===== src/rtl/track_pkg.sv =====
// ---------------------------------------------------------------------------
// track_pkg
// Shared definitions for the line-following car navigation controller.
//   - MODE_*  : 5-bit mode bus encodings. The motor block imports the same
//               constants, so the two sides cannot disagree on an encoding.
//   - DIR_*   : route entry direction codes.
//   - TMR_W   : width of every run timer.
//   - state_t : sequencer state; each state's value is its mode encoding,
//               which is why the mode output is simply the state register.
//   - tmr_inc_sat : timer increment that sticks at all-ones instead of wrapping.
// ---------------------------------------------------------------------------
package track_pkg;

    localparam int TMR_W = 32;

    localparam logic [4:0] MODE_IDLE          = 5'd0;
    localparam logic [4:0] MODE_START         = 5'd1;
    localparam logic [4:0] MODE_COUNT         = 5'd2;
    localparam logic [4:0] MODE_STRAIGHT      = 5'd3;
    localparam logic [4:0] MODE_CHOOSE        = 5'd4;
    localparam logic [4:0] MODE_TURN_STRAIGHT = 5'd5;
    localparam logic [4:0] MODE_TURN_LEFT     = 5'd6;
    localparam logic [4:0] MODE_TURN_RIGHT    = 5'd7;
    localparam logic [4:0] MODE_STOP          = 5'd30;
    localparam logic [4:0] MODE_ERROR         = 5'd31;

    localparam logic [1:0] DIR_STRAIGHT = 2'b00;
    localparam logic [1:0] DIR_LEFT     = 2'b01;
    localparam logic [1:0] DIR_RIGHT    = 2'b10;
    localparam logic [1:0] DIR_STOP     = 2'b11;

    typedef enum logic [4:0] {
        ST_IDLE          = MODE_IDLE,
        ST_START         = MODE_START,
        ST_COUNT         = MODE_COUNT,
        ST_STRAIGHT      = MODE_STRAIGHT,
        ST_CHOOSE        = MODE_CHOOSE,
        ST_TURN_STRAIGHT = MODE_TURN_STRAIGHT,
        ST_TURN_LEFT     = MODE_TURN_LEFT,
        ST_TURN_RIGHT    = MODE_TURN_RIGHT,
        ST_STOP          = MODE_STOP,
        ST_ERROR         = MODE_ERROR
    } state_t;

    function automatic logic [TMR_W-1:0] tmr_inc_sat(input logic [TMR_W-1:0] t);
        return (t == '1) ? t : t + TMR_W'(1);
    endfunction

endpackage


===== src/rtl/line_sensor_filter.sv =====
// ---------------------------------------------------------------------------
// line_sensor_filter
// Brings the asynchronous IR sensor pattern into the clock domain and only
// passes on a new pattern once it has been stable long enough.
//   clk  in   system clock
//   rst  in   asynchronous active-high reset (output returns to 000)
//   raw  in   {left,mid,right} sensors straight from the pins
//   filt out  debounced pattern; changes DEBOUNCE cycles after the
//             synchronized value last changed (2+DEBOUNCE from the pin)
// ---------------------------------------------------------------------------
module line_sensor_filter
    import track_pkg::*;
#(
    parameter int DEBOUNCE = 50_000
) (
    input  logic       clk,
    input  logic       rst,
    input  logic [2:0] raw,
    output logic [2:0] filt
);

    localparam logic [TMR_W-1:0] CNT_ONE    = TMR_W'(1);
    localparam logic [TMR_W-1:0] DEB_LIM    = TMR_W'(DEBOUNCE);
    localparam logic [TMR_W-1:0] DEB_LIM_M1 = TMR_W'(DEBOUNCE - 1);

    logic [2:0]       sync1_q, sync2_q;
    logic [2:0]       cand_q, cand_d;
    logic [2:0]       filt_q, filt_d;
    logic [TMR_W-1:0] cnt_q, cnt_d;

    // cand_q is the pattern currently being timed; cnt_q is how many
    // consecutive cycles sync2_q has shown it. The counter stops at
    // DEBOUNCE so a long-stable input never wraps back through the window.
    always_comb begin
        cand_d = cand_q;
        cnt_d  = cnt_q;
        filt_d = filt_q;
        if (sync2_q != cand_q) begin
            cand_d = sync2_q;
            cnt_d  = CNT_ONE;
        end else begin
            if (cnt_q < DEB_LIM) begin
                cnt_d = cnt_q + CNT_ONE;
            end
            if (cnt_q >= DEB_LIM_M1) begin
                filt_d = cand_q;
            end
        end
    end

    always_ff @(posedge clk or posedge rst) begin
        if (rst) begin
            sync1_q <= 3'b000;
            sync2_q <= 3'b000;
            cand_q  <= 3'b000;
            cnt_q   <= '0;
            filt_q  <= 3'b000;
        end else begin
            sync1_q <= raw;
            sync2_q <= sync1_q;
            cand_q  <= cand_d;
            cnt_q   <= cnt_d;
            filt_q  <= filt_d;
        end
    end

    assign filt = filt_q;

endmodule


===== src/rtl/track_sequencer.sv =====
// ---------------------------------------------------------------------------
// track_sequencer
// Navigation controller for the line-following car: runs the start delay,
// follows the line, picks each turn from a preloaded route and detects
// lost-line / stuck-turn faults. The mode output is the state register.
//   clk        in   system clock (100 MHz)
//   rst        in   asynchronous active-high reset; clears the route to STOP
//   start      in   single-cycle start / restart pulse
//   sensor     in   {left,mid,right} IR sensors, asynchronous, 1 = black
//   route_we   in   route write strobe (honoured in IDLE, STOP, ERROR only)
//   route_addr in   route entry index
//   route_dir  in   route entry: 00 straight, 01 left, 10 right, 11 stop
//   mode       out  motor mode command (registered)
//   route_idx  out  index of the next route entry to consume
//   done       out  high in STOP
//   err        out  high in ERROR
// ---------------------------------------------------------------------------
module track_sequencer
    import track_pkg::*;
#(
    parameter int DEPTH       = 16,
    parameter int START_DELAY = 100_000_000,
    parameter int DEBOUNCE    = 50_000,
    parameter int TURN_MIN    = 20_000_000,
    parameter int TURN_MAX    = 300_000_000,
    parameter int LOST_LIMIT  = 200_000_000,
    localparam int AW = (DEPTH > 1) ? $clog2(DEPTH) : 1
) (
    input  logic          clk,
    input  logic          rst,
    input  logic          start,
    input  logic [2:0]    sensor,
    input  logic          route_we,
    input  logic [AW-1:0] route_addr,
    input  logic [1:0]    route_dir,
    output logic [4:0]    mode,
    output logic [AW-1:0] route_idx,
    output logic          done,
    output logic          err
);

    localparam logic [TMR_W-1:0] START_M1    = TMR_W'(START_DELAY - 1);
    localparam logic [TMR_W-1:0] TURN_MIN_M1 = TMR_W'(TURN_MIN - 1);
    localparam logic [TMR_W-1:0] TURN_MAX_M1 = TMR_W'(TURN_MAX - 1);
    localparam logic [TMR_W-1:0] LOST_M1     = TMR_W'(LOST_LIMIT - 1);
    localparam logic [AW-1:0]    IDX_LAST    = AW'(DEPTH - 1);

    state_t           state_q, state_d;
    logic [TMR_W-1:0] tmr_q, tmr_d;
    logic [AW-1:0]    route_idx_q, route_idx_d;
    logic             end_q, end_d;   // route consumed past its last entry
    logic [1:0]       route_q [DEPTH];
    logic [2:0]       filt;
    logic             is_turn;
    logic             wr_en;

    line_sensor_filter #(
        .DEBOUNCE (DEBOUNCE)
    ) u_filter (
        .clk  (clk),
        .rst  (rst),
        .raw  (sensor),
        .filt (filt)
    );

    assign is_turn = (state_q == ST_TURN_STRAIGHT) || (state_q == ST_TURN_LEFT) ||
                     (state_q == ST_TURN_RIGHT);

    // Route may only change while the car is parked.
    assign wr_en = route_we && (32'(route_addr) < 32'(DEPTH)) &&
                   ((state_q == ST_IDLE) || (state_q == ST_STOP) || (state_q == ST_ERROR));

    always_comb begin
        state_d = state_q;
        unique case (state_q)
            ST_IDLE, ST_STOP, ST_ERROR: begin
                if (start) state_d = ST_START;
            end
            ST_START: state_d = ST_COUNT;
            ST_COUNT: begin
                if (tmr_q >= START_M1) state_d = ST_STRAIGHT;
            end
            ST_STRAIGHT: begin
                // Here the timer only accumulates consecutive 000 cycles.
                if (filt == 3'b111)                         state_d = ST_CHOOSE;
                else if (filt == 3'b000 && tmr_q >= LOST_M1) state_d = ST_ERROR;
            end
            ST_CHOOSE: begin
                if (end_q) begin
                    state_d = ST_STOP;
                end else begin
                    case (route_q[route_idx_q])
                        DIR_STRAIGHT: state_d = ST_TURN_STRAIGHT;
                        DIR_LEFT:     state_d = ST_TURN_LEFT;
                        DIR_RIGHT:    state_d = ST_TURN_RIGHT;
                        default:      state_d = ST_STOP;
                    endcase
                end
            end
            ST_TURN_STRAIGHT, ST_TURN_LEFT, ST_TURN_RIGHT: begin
                // Exit is checked first so it beats a coincident timeout.
                if (tmr_q >= TURN_MIN_M1 && filt == 3'b010) state_d = ST_STRAIGHT;
                else if (tmr_q >= TURN_MAX_M1)               state_d = ST_ERROR;
            end
            default: state_d = ST_IDLE;
        endcase
    end

    always_comb begin
        if (state_d != state_q)
            tmr_d = '0;
        else if (state_q == ST_STRAIGHT && filt != 3'b000)
            tmr_d = '0;
        else
            tmr_d = tmr_inc_sat(tmr_q);
    end

    always_comb begin
        route_idx_d = route_idx_q;
        end_d       = end_q;
        if (state_d == ST_START && state_q != ST_START) begin
            route_idx_d = '0;
            end_d       = 1'b0;
        end else if (is_turn && state_d == ST_STRAIGHT) begin
            if (route_idx_q == IDX_LAST) end_d = 1'b1;
            else                         route_idx_d = route_idx_q + AW'(1);
        end
    end

    always_ff @(posedge clk or posedge rst) begin
        if (rst) begin
            state_q     <= ST_IDLE;
            tmr_q       <= '0;
            route_idx_q <= '0;
            end_q       <= 1'b0;
        end else begin
            state_q     <= state_d;
            tmr_q       <= tmr_d;
            route_idx_q <= route_idx_d;
            end_q       <= end_d;
        end
    end

    always_ff @(posedge clk or posedge rst) begin
        if (rst) begin
            for (int i = 0; i < DEPTH; i++) route_q[i] <= DIR_STOP;
        end else if (wr_en) begin
            route_q[route_addr] <= route_dir;
        end
    end

    assign mode      = state_q;
    assign route_idx = route_idx_q;
    assign done      = (state_q == ST_STOP);
    assign err       = (state_q == ST_ERROR);

endmodule


===== config.mk =====
export PLATFORM = sky130hd
export DESIGN_NAME = track_sequencer
export DESIGN_NICKNAME = d
export VERILOG_FILES = /design/src/rtl/track_pkg.sv /design/src/rtl/line_sensor_filter.sv /design/src/rtl/track_sequencer.sv
export SDC_FILE = /design/constraint.sdc
export NUM_CORES = 1
export LEC_CHECK = 0
export CAP_MARGIN = 40
export CORE_MARGIN = 8
export CORE_UTILIZATION = 45
export DETAILED_ROUTE_END_ITERATION = 16
export PLACE_DENSITY = 0.67
export SYNTH_ARGS = -nofsm -noshare
export SYNTH_HDL_FRONTEND = slang
export SYNTH_SLANG_ARGS = --single-unit

===== constraint.sdc =====
create_clock -name clk -period 4.2 [get_ports clk]
set_input_delay 0.42 -clock clk [delete_from_list [all_inputs] [get_ports clk]]
set_output_delay 0.42 -clock clk [all_outputs]
set_load 0.03 [all_outputs]

==> impl_metrics.env, run 1 <==
export IMPL_timing_final_crit_period_ns=3.31
export IMPL_num_vias=4704
export IMPL_grtUsageTotal_pct=16.0
export IMPL_cts_tree="done"
export IMPL_grt_pass1_wl_um=24000
export IMPL_clk_latency_ns=0.41
export IMPL_gp_congestion=0.870
export IMPL_crit_path_start_kind="flip-flop"
export IMPL_final_nets=639
export IMPL_io_pins=24
export IMPL_dieArea_mm2=0.0186
export IMPL_dr_pass1_iters=5
export IMPL_synth_largest_area_cell="dfrtp_1"
export IMPL_period_share_pct=78.9
export IMPL_ys_types=66
export IMPL_initial_utilization_pct=45.4
export IMPL_antennaDiodeCount=0
export IMPL_rsz0062_at_grt="false"
export IMPL_tightest_slew_ns=0.703
export IMPL_crit_arrival_ns=3.58
export IMPL_drc=0
export IMPL_grt_max_degree=47
export IMPL_yosys_top_cells_area="dfrtp_1, dfstp_2, mux2_2"
export IMPL_viasPerCell=5.74
export IMPL_critPathKind="flip-flop to flip-flop"
export IMPL_hp_class="flip-flop to flip-flop"
export IMPL_syn_to_final_growth_pct=13.8
export IMPL_relSlewSlack_pct=53.1
export IMPL_cp_required_ns=4.47
export IMPL_cts_resized=0
export IMPL_die_x_um=136
export IMPL_synth_most_common_cell="dfrtp_1"
export IMPL_cts_buffers=17
export IMPL_crit_path_end_kind="flip-flop"
export IMPL_portBuffers=23
export IMPL_netlist_instances=613
export IMPL_fillCellCount=1268
export IMPL_synthFlopType="dfrtp_1"
export IMPL_status="finished clean"
export IMPL_fin_skew_ns=0.00961
export IMPL_cpLargestDelayFamily="compound AO/OA/AOI/OAI gates"
export IMPL_num_rows=44
export IMPL_wl_um=13700
export IMPL_syn_area_mm2=0.00652
export IMPL_stdcell_area_mm2=0.00742
export IMPL_maxSlewViolCount=0
export IMPL_path_clk_slew_ns=0.06
export IMPL_cp_slowest_cell="xnor2_4"
export IMPL_synth_edf_count=0
export IMPL_postCtsHoldBufs=0
export IMPL_placed_area_mm2=0.00685
export IMPL_synth_top_area_share_pct=33.0
export IMPL_cts_sinks=118
export IMPL_ys_seq_area_share_pct=45.9
export IMPL_post_cts_buffers=0
export IMPL_hold_viol=0
export IMPL_worst_path_buf_inv=1
export IMPL_dpl_hpwl_um=9400
export IMPL_die_height_um=136
export IMPL_timing_fmax_mhz=302
export IMPL_register_area_mm2=0.00299
export IMPL_multi_input_area_mm2=0.00328
export IMPL_syn_avg_cell_area_um2=10.6
export IMPL_fin_setup_tns_ns=0
export IMPL_wl_per_cell_um=16.7
export IMPL_first_global_vias=4781
export IMPL_path_common_cell="nor4_2"
export IMPL_cp_cell_sequence="ha_1, nand2_1, nor3_4, nor4_2, o41ai_4, o41ai_2, o2111ai_4, xnor2_4, buf_4, nor4_2"
export IMPL_drv_cap=0
export IMPL_cts_root_buf="clkbuf_16"
export IMPL_ant_nets=0
export IMPL_ys_warn_count=0
export IMPL_synth_async_reset_ratio_pct=100
export IMPL_worstPathMaxFanout=16
export IMPL_reg2reg_depth=10
export IMPL_drtIter0Drc=295
export IMPL_clockBufferDepth=2
export IMPL_min_path_cells=0
export IMPL_syn_nets=629
export IMPL_synth_common_cells="dfrtp_1, nor2_1, nand2_1, mux2_2, dfstp_2"
export IMPL_grt_overflow=0
export IMPL_antenna_found_initial=0
export IMPL_setup_viol=0
export IMPL_core_mm2=0.0144
export IMPL_vdd_drop_max_uv=393
export IMPL_path_depth=10
export IMPL_h_tree_depth=4
export IMPL_power_per_cell_area_mw_per_mm2=533
export IMPL_p_leak_nw=2.96
export IMPL_layout_drive_gt1_share_pct=24.1
export IMPL_total_power_mw=3.95
export IMPL_max_stage_delay_ns=0.61
export IMPL_ys_seq_elements=118
==> flip-flops by register name, summed over array words and instances, names as in the netlist <==
register and flops:
end_q 1, u_filter.sync2_q 3, route_q 32, mode 5, route_idx 4, u_filter.sync1_q 3
u_filter.filt 3, u_filter.cnt_q 32, u_filter.cand_q 3, tmr_q 32
==> layout make-up <==
type | count | share of cell area (%)
multi-input cells | 446 | 44.2
clock inverters | 5 | 0.472
clock buffers | 27 | 7.23
well taps | 184 | 3.10
inverters | 10 | 0.540
flip-flops and latches | 118 | 40.3
repair buffers | 30 | 4.08
==> worst register-to-register path, stage by stage (launching register included) <==
cell       delay (ns)
dfrtp_1          0.41
ha_1             0.23
nand2_1          0.22
nor3_4           0.09
nor4_2           0.36
o41ai_4          0.17
o41ai_2          0.44
o2111ai_4        0.21
xnor2_4          0.61
buf_4            0.34
nor4_2           0.07
==> layout by cell type, fill, tap and decap left out, types with 3 or more instances in the layout <==
master	Yosys	layout
mux2i_1	10	10
nor2_1	59	59
clkbuf_16	0	20
or2_1	3	3
a211oi_1	3	3
nor2b_1	3	3
dfrtp_1	86	86
nand3_1	30	30
nand3b_1	3	3
nor3_1	19	19
ha_1	3	3
nand2b_1	4	4
xnor2_1	15	15
mux2_2	35	35
or3_1	5	5
a21oi_1	10	10
inv_1	10	9
dfstp_2	32	32
nand2_1	48	48
clkdlybuf4s50_1	0	23
nor4_1	14	14
o21a_1	4	4
nand4b_1	3	3
nand4_1	22	22
o21ai_0	8	8
mux4_2	4	4
a31oi_1	5	5
nor4_2	31	31
and3_1	8	8
xor2_1	31	31
buf_4	0	6
and2_1	18	18
clkbuf_1	17	6
or4_1	8	8
==> per-layer routing <==
layer,vias to the layer above,wire length [um],global-route usage [%]
met4,0,134,5.49
li1,2244,-,-
met3,12,526,4.36
met5,-,0,0
met2,108,6770,26.1
met1,2340,6270,20.2
==> stage by stage <==
stage	utilization [%]	setup WS [ns]	cells	hold slack, ns
floorplan	-	0.704	613	0.331
global placement	47.5	1.01	787	0.337
detailed placement	47.7	0.883	788	0.336
CTS	51.6	0.866	820	0.348
global route	51.6	0.651	820	0.351
finish	51.6	0.887	820	0.346
==> cell families (layout without fill, tap and decap cells) <==
group                    count (synthesis)  after routing  synth area share, %
AND/OR/NAND/NOR                        293            293                 27.2
flip-flops                             118            118                 45.9
AO/OA/AOI/OAI                           53             53                 6.64
multiplexers                            50             50                 9.13
buffers and inverters                   49             72                 3.91
XOR/XNOR                                47             47                 6.60
adder cells (fa/ha/maj)                  3              3                0.576
==> path summary, 6_finish.rpt <==
check	from	end	slack, ns
worst min register to register	u_filter.sync1_q[2]	u_filter.sync2_q[2]	0.35
min in group asynchronous	rst	u_filter.cnt_q[29]	0.40
worst max-delay path	tmr_q[0]	tmr_q[5]	0.89
worst min-delay path	u_filter.sync1_q[2]	u_filter.sync2_q[2]	0.35
max in group asynchronous	rst	route_q[3]	2.87
worst max register to register	tmr_q[0]	tmr_q[5]	0.89
==> power breakdown <==
part / total (mW) / switching, mW / internal (mW) / leakage, nW
clock network: 1.39 / 0.509 / 0.876 / 0.274
logic: 1.06 / 0.672 / 0.392 / 1.19
registers: 1.50 / 0.123 / 1.38 / 1.50
Power figures use the tool's default switching activity.
==> run 2: changes to the inputs <==
Settings changed: PLACE_DENSITY 0.67 to 0.69.
Clock period 4.2 ns to 2.9 ns, I/O delays scaled along.
==> impl_metrics.env, run 2 (synthesis results as in run 1) <==
export IMPL_status="finished with violations"
export IMPL_violations="negative setup slack"
export IMPL_clockBufferDepth=2
export IMPL_setup_viol=1
export IMPL_wl_um=15300
export IMPL_met2_length_um=7630
export IMPL_pre_cts_slack_ns=0.0379
export IMPL_antenna_found_initial=0
export IMPL_first_global_vias=5016
export IMPL_met3_length_um=563
export IMPL_power_per_cell_area_mw_per_mm2=830
export IMPL_maxSlewViolCount=0
export IMPL_met1_length_um=6810
export IMPL_grt_max_degree=58
export IMPL_path_common_cell="nor3_2"
export IMPL_drv_cap=0
export IMPL_grtUsageTotal_pct=16.4
export IMPL_placed_area_mm2=0.00711
export IMPL_wl_per_cell_um=17.5
export IMPL_die_x_um=136
export IMPL_p_leak_nw=3.30
export IMPL_cpLargestDelayFamily="simple AND/OR/NAND/NOR gates"
export IMPL_clk_latency_ns=0.43
export IMPL_timing_final_crit_period_ns=2.96
export IMPL_ant_nets=0
export IMPL_dpl_hpwl_um=10100
export IMPL_viasPerCell=5.72
export IMPL_whs_ns=0.285
export IMPL_max_stage_delay_ns=0.41
export IMPL_vdd_drop_max_uv=553
export IMPL_io_pins=24
export IMPL_timing_fmax_mhz=338
export IMPL_hp_class="input pin to asynchronous set/reset pin"
export IMPL_fin_skew_ns=0.00861
export IMPL_layout_drive_gt1_share_pct=33.4
export IMPL_num_vias=5006
export IMPL_fillCellCount=1176
export IMPL_crit_path_start_kind="flip-flop"
export IMPL_hold_viol=0
export IMPL_top_regs="route_q: 32 flops, tmr_q: 32 flops, u_filter.cnt_q: 32 flops"
export IMPL_antennaDiodeCount=0
export IMPL_grt_overflow=0
export IMPL_dr_pass1_iters=5
export IMPL_portBuffers=23
export IMPL_reg2reg_depth=10
export IMPL_die_height_um=136
export IMPL_dieArea_mm2=0.0186
export IMPL_final_core_util_pct=56.9
export IMPL_core_mm2=0.0144
export IMPL_worstPathMaxFanout=7
export IMPL_relSlewSlack_pct=58.2
export IMPL_stdcell_area_mm2=0.00818
export IMPL_cts_tree="done"
export IMPL_rsz0062_at_grt="true"
export IMPL_top_layer="met4"
export IMPL_h_tree_depth=4
export IMPL_crit_path_end_kind="flip-flop"
export IMPL_cts_root_buf="clkbuf_16"
export IMPL_drc=0
export IMPL_period_share_pct=102
export IMPL_num_rows=44
export IMPL_most_common_layout_cells="dfrtp_1, nor2_1, buf_4"
export IMPL_cts_buffers=17
export IMPL_syn_to_final_growth_pct=25.4
export IMPL_worst_path_buf_inv=2
export IMPL_setup_slack_ns=-0.0621
export IMPL_path_depth=10
export IMPL_final_nets=694
export IMPL_tightest_slew_ns=0.623
export IMPL_gp_congestion=0.896
export IMPL_final_common_cell="dfrtp_1"
export IMPL_critPathKind="flip-flop to flip-flop"
export IMPL_grt_pass1_wl_um=24400
export IMPL_cp_required_ns=3.21
export IMPL_initial_utilization_pct=45.4
export IMPL_cp_cell_sequence="or3_4, or2_1, a311o_1, a211oi_2, nor3_2, nor3_2, buf_4, o211ai_4, buf_6, nor4_2"
export IMPL_cp_slowest_cell="dfrtp_1"
export IMPL_crit_arrival_ns=3.27
export IMPL_cts_sinks=118
export IMPL_path_clk_slew_ns=0.06
export IMPL_drtIter0Drc=322
[run 2: area by class of cell]
class	instances	area, um^2	share of cell area (%)
tap	184	230	2.82
inverter	10	41.3	0.505
sequential	118	3000	36.7
multi-input combinational	447	3480	42.6
clock inverter	10	77.6	0.949
clock buffer	22	539	6.60
timing repair buffer	84	808	9.89
[run 2: repair_timing]
action | in CTS | in global routing
hold buffers | 0 | 0
buffers inserted | 0 | 17
gates resized for setup | 0 | 42
setup endpoints to repair | 0 | 32
[run 2: path summary, 6_finish.rpt]
kind                       slack [ns]             endpoint                start
max in group asynchronous        1.92           route_q[5]                  rst
min in group clk                 0.30  u_filter.sync1_q[2]            sensor[2]
max                             -0.06            tmr_q[17]            tmr_q[12]
min reg2reg                      0.35  u_filter.sync2_q[1]  u_filter.sync1_q[1]
min                              0.28              mode[3]                  rst
max reg2reg                     -0.06            tmr_q[17]            tmr_q[12]
[run 2: power breakdown]
part | internal (mW) | total [mW] | switching, mW
combinational | 1.15 | 2.50 | 1.35
clock | 1.33 | 2.13 | 0.805
sequential | 2.00 | 2.15 | 0.153
total | 4.48 | 6.78 | 2.31
[run 2: layer usage]
| metal | vias up | track usage, % |
|---|---|---|
| met3 | 27 | 4.18 |
| met5 | - | 0 |
| met1 | 2526 | 20.5 |
| met2 | 96 | 26.4 |
| li1 | 2357 | - |
| met4 | 0 | 6.71 |
[run 2: stage by stage]
stage,power [mW],instances,TNS [ns]
3_5_place_dp,3.94,822,0
5_1_grt,7.05,875,-1.28
6_report,6.78,875,-0.0621
4_1_cts,6.09,854,0
2_1_floorplan,3.50,613,0
3_3_place_gp,3.88,822,0
